[config.mk]
export PLATFORM = sky130hd
export DESIGN_NAME = cripto_cipher
export DESIGN_NICKNAME = d
export VERILOG_FILES = /design/src/rtl/cripto_pkg.sv /design/src/rtl/cripto_round.sv /design/src/rtl/cripto_cipher.sv
export SDC_FILE = /design/constraint.sdc
export NUM_CORES = 1
export LEC_CHECK = 0
export CAP_MARGIN = 20
export CORE_ASPECT_RATIO = 0.75
export CORE_MARGIN = 2
export CORE_UTILIZATION = 50
export DETAILED_ROUTE_END_ITERATION = 8
export GPL_ROUTABILITY_DRIVEN = 0
export GPL_TIMING_DRIVEN = 0
export PLACE_DENSITY_LB_ADDON = 0.08
export SYNTH_ARGS = -nofsm -noshare
export SYNTH_HDL_FRONTEND = slang
export SYNTH_SLANG_ARGS = --single-unit
[constraint.sdc]
create_clock -name clk -period 1.82 [get_ports clk]
set_input_delay 0.364 -clock clk [delete_from_list [all_inputs] [get_ports clk]]
set_output_delay 0.364 -clock clk [all_outputs]
set_load 0.02 [all_outputs]
[src/rtl/cripto_pkg.sv]
// Shared width, rotate amount and round arithmetic for the cripto cipher.
package cripto_pkg;

  localparam int unsigned W   = 10;
  localparam int unsigned ROT = 3;

  // 10-bit left rotate; the amount wraps modulo the word width.
  function automatic logic [W-1:0] rotl(input logic [W-1:0] x, input int unsigned n);
    logic [2*W-1:0] d;
    d = {x, x} << (n % W);
    return d[2*W-1 -: W];
  endfunction

  // Key schedule: round i uses the key rotated left by i.
  function automatic logic [W-1:0] round_key(input logic [W-1:0] key, input int unsigned i);
    return rotl(key, i);
  endfunction

  // One round: mix in the round key, rotate, add the round constant i+1 (mod 1024).
  function automatic logic [W-1:0] round_fn(input logic [W-1:0] s, input logic [W-1:0] rk,
                                            input int unsigned i);
    logic [W-1:0] t;
    t = s ^ rk;
    return rotl(t, ROT) + W'(i + 1);
  endfunction

endpackage

[src/rtl/cripto_round.sv]
// One registered cipher round; the final stage also folds in output whitening.
module cripto_round
  import cripto_pkg::*;
#(
  parameter int unsigned IDX    = 0,
  parameter int unsigned ROUNDS = 4,
  parameter bit          LAST   = 1'b0
) (
  input  logic         clk,
  input  logic         reset,
  input  logic         live_in,
  input  logic [W-1:0] state_in,
  input  logic [W-1:0] key_in,
  output logic         live_out,
  output logic [W-1:0] state_out,
  output logic [W-1:0] key_out
);

  logic [W-1:0] next_state;

  // Round arithmetic for this stage, plus whitening with rotl(key, ROUNDS) on the last one.
  always_comb begin
    next_state = round_fn(state_in, round_key(key_in, IDX), IDX);
    if (LAST) begin
      next_state = next_state ^ rotl(key_in, ROUNDS);
    end
  end

  // Stage register. The live flag marks a stage holding a real sample, so the
  // zeros left behind by reset drain to the output as zeros instead of being
  // pushed through the round arithmetic.
  always_ff @(posedge clk or negedge reset) begin
    if (!reset) begin
      live_out  <= 1'b0;
      state_out <= '0;
      key_out   <= '0;
    end else begin
      live_out  <= live_in;
      state_out <= live_in ? next_state : '0;
      key_out   <= key_in;
    end
  end

endmodule

[src/rtl/cripto_cipher.sv]
// Fully pipelined ROUNDS-round cipher: one round per stage, one pair per cycle.
module cripto_cipher
  import cripto_pkg::*;
#(
  parameter int unsigned ROUNDS = 4
) (
  input  logic         clk,
  input  logic         reset,
  input  logic [W-1:0] plaintext,
  input  logic [W-1:0] key,
  output logic [W-1:0] ciphertext
);

  logic [W-1:0] state_pipe [0:ROUNDS];
  logic [W-1:0] key_pipe   [0:ROUNDS];
  logic         live_pipe  [0:ROUNDS];

  assign state_pipe[0] = plaintext;
  assign key_pipe[0]   = key;
  assign live_pipe[0]  = 1'b1;

  // Chain of round stages; each carries its state alongside the key of the same sample.
  for (genvar g = 0; g < ROUNDS; g++) begin : g_round
    cripto_round #(
      .IDX    (g),
      .ROUNDS (ROUNDS),
      .LAST   (g == ROUNDS - 1)
    ) u_round (
      .clk       (clk),
      .reset     (reset),
      .live_in   (live_pipe[g]),
      .state_in  (state_pipe[g]),
      .key_in    (key_pipe[g]),
      .live_out  (live_pipe[g+1]),
      .state_out (state_pipe[g+1]),
      .key_out   (key_pipe[g+1])
    );
  end

  assign ciphertext = state_pipe[ROUNDS];

endmodule

==> reports/summary.txt <==
Avg WL per Cell: 12.2 um
Setup Crit Path Kind: flip-flop to flip-flop
post-synthesis share of cell area spent on and, or, nand and nor gates: 11.3%
max-cap violation count: 0
cell chosen for the clock root: clkbuf_8
cell type of the slowest stage on the worst timing path: or4_4
DRC marker count from the first detailed-route iteration: 63
launch point of the worst reg-to-reg path: g_round[1].u_round.key_out[5]
Final Slew Violations: 0
Static Leakage: 1.54 nW
Arr. time, crit path: 2.01 ns
total number of vias: 1,746
die height: 70.9 um
setup TNS: 0 ns
Post-Syn Area: 2980 sq um
beginning of the critical path: g_round[1].u_round.key_out[5]
achievable clock frequency: 563 MHz
path type of the worst min-delay path: input pin to asynchronous set/reset pin
Yosys warning total: 0
Synth Net Count: 258
H-tree levels: 3
initial core utilization: 51.4%
total wirelength of the detailed-routed design: 4410 um
post-place setup slack: -0.305 ns
buffer depth of the longest clock path: 2
final net count: 304
share of cells above drive strength 1: 11.0%
peak supply drop: 0.414 mV
largest stage delay on the critical path: 0.56 ns
Std-Cell Core Area: 5800 sq um
first-pass GRT wire length: 7750 um
actual slew at the worst max-slew pin: 0.844 ns
final antenna diode count: 0
# IOs: 32
number of buffers inserted by port buffering: 31
kind of cell with the highest combined delay on the critical path: simple AND/OR/NAND/NOR gates
Initial DRT Pass Iterations: 4
fraction of the yosys area taken by sequential cells: 61.3%
floorplan row count: 24
minimum clock period after layout: 1.78 ns
relative slew slack: 43.7%
Final Hold Violating Endpoints: 0
number of sinks handled by clock tree synthesis: 73
mux cell area share after synthesis: 0.672%
dominant combinational cell family by area after synthesis: XOR/XNOR gates
global route total overflow: 0
GR Layer Usage met1: 18.2%
register bit total from synthesis: 73
top fanout value on the critical path: 5
number of distinct library cells after synthesis: 32
setup violation total in the final timing report: 0
antenna violations before repair: 0
outcome: completed
compound-cell area share of the yosys netlist: 4.12%
global routing usage summed across all routing layers: 15.9%
GR met2 Demand/Resource: 27.2%
largest net degree at the start of global routing: 74
Die Wd: 93.1 um
hold buffers post-CTS: 0
Worst-path clk slew: 0.08 ns
TritonCTS Buffers: 9
critical path required time: 2.05 ns
xor/xnor share of the synthesized area: 20.2%
crit path setup slack, layout: 0.0446 ns
number of instances in the synthesized netlist: 232
post-route DRC violation count: 0
final standard cell utilization of the core: 62.9%
arithmetic-cell share of the synthesized area counting full adders, half adders and majority gates: 1.68%
M3 GR Usage: 6.71%
average cell area after synthesis: 12.8 sq um
via count of the first global-routing pass: 1,689
post-DP HPWL: 3280 um
kind of launch point of the worst setup path: flip-flop
part of the cycle the worst path needs: 97.6%
post-synth top area cell: dfrtp_1
clock latency on the worst-skew pair: 0.34 ns
total design power: 0.00390 W
largest cells by area after synthesis: dfrtp_1 61%, xnor2_1 11%, xor2_1 9.1%
Die Footprint: 6600 sq um
Cell Pwr Density: 1070 nW/um^2
busiest layer in global routing: met2
layout overhead on the synthesized area: 22.3%
clock tree from TritonCTS: built
via/cell ratio: 4.84
endpoint type of the worst setup path: flip-flop
worst path bufs/invs: 0
critical path, cell by cell: xnor2_2, ha_2, or4_4, nor3_2, and3b_1
count of nets left with antenna violations after detail routing: 0
skew final: 0.00955 ns
fraction of synthesized cell area taken by the top area cell type: 61.3%
==> metrics by stage <==
stage | area (sq um) | cells | hold WS (ns)
after CTS | 3610 | 359 | 0.160
after floorplan | 2980 | 232 | 0.0684
final | 3640 | 361 | 0.134
after detailed placement | 3390 | 341 | 0.381
after global placement | 3390 | 341 | 0.383
after global routing | 3640 | 361 | 0.194
==> sequential cells by signal (all words and copies together), names as in the netlist <==
name,cells
g_round.u_round.key_out,30
g_round.u_round.live_out,3
g_round.u_round.state_out,40
==> cell type report <==
cell class              instances  area, sq um
clock buffers                  11          151
flip-flops and latches         73         1830
multi-input cells             155         1180
fillers                       462         2150
clock inverters                 5         38.8
repair buffers                 35          338
well taps                      78         97.6
inverters                       3         11.3
plain buffers                   1         3.75
==> cell usage after synthesis <==
library cell,n
a2111oi_4,1
nor4_1,2
nand3_1,9
or2_2,1
and3_1,2
o31ai_1,2
inv_1,1
or4_1,2
nor2_1,13
clkbuf_1,1
xor2_1,31
xor2_2,1
nor3b_1,2
dfrtp_1,73
and3b_1,3
nand2b_1,2
nor2b_1,2
nand2_1,5
nor3_1,5
o21ai_0,6
a31oi_1,2
xnor2_1,36
or2_1,1
ha_1,4
or3_1,3
o21a_1,1
nand4_1,4
and2_1,6
conb_1,1
clkinv_1,2
mux2i_1,2
a21oi_1,6
==> cells by family after synthesis <==
family	count (synthesis)
buf+inv	4
other cells	1
xor+xnor	68
simple gates	62
flops	73
mux	2
fa+ha+maj	4
compound gates	18
==> timing repair <==
action / 4_1_cts / 5_1_grt
resized for setup: 3 / 4
pin swaps: 2 / 4
buffers inserted: 2 / 2
setup endpoints to repair: 2 / 3
==> power breakdown <==
part	internal, W	total (W)	switching (W)
registers	0.00180	0.00190	0.0000952
logic	0.000412	0.000845	0.000433
clock network	0.000573	0.00116	0.000585
==> layout by cell type, fill, tap and decap left out, drive strengths merged, types with 3 or more instances in the layout <==
cell type	Yosys	layout
xnor2	36	36
xor2	32	32
clkinvlp	0	4
o21ai	6	6
ha	4	4
and2	6	6
or3	3	3
nand4	4	4
a21oi	6	6
nor3	5	5
nand2	5	5
nand3	9	9
dfrtp	73	73
clkdlybuf4s50	0	30
and3b	3	3
nor2	13	13
buf	0	5
clkbuf	1	12
==> routing by layer <==
layer	wire [um]	vias up
met1	1800	840
met5	0	-
met2	2320	40
met4	65	0
met3	224	7
li1	-	859
==> worst paths after layout <==
check	depth (start not counted)	end	slack, ns
max in group asynchronous	1	g_round[1].u_round.state_out[9]	1.13
worst max-delay path	5	g_round[2].u_round.state_out[6]	0.04
min in group clk	0	g_round[2].u_round.key_out[9]	0.40
worst min-delay path	1	g_round[3].u_round.state_out[7]	0.13
worst min register to register	0	g_round[2].u_round.key_out[9]	0.40
worst max register to register	5	g_round[2].u_round.state_out[6]	0.04
(Power assumes the default switching activity.)
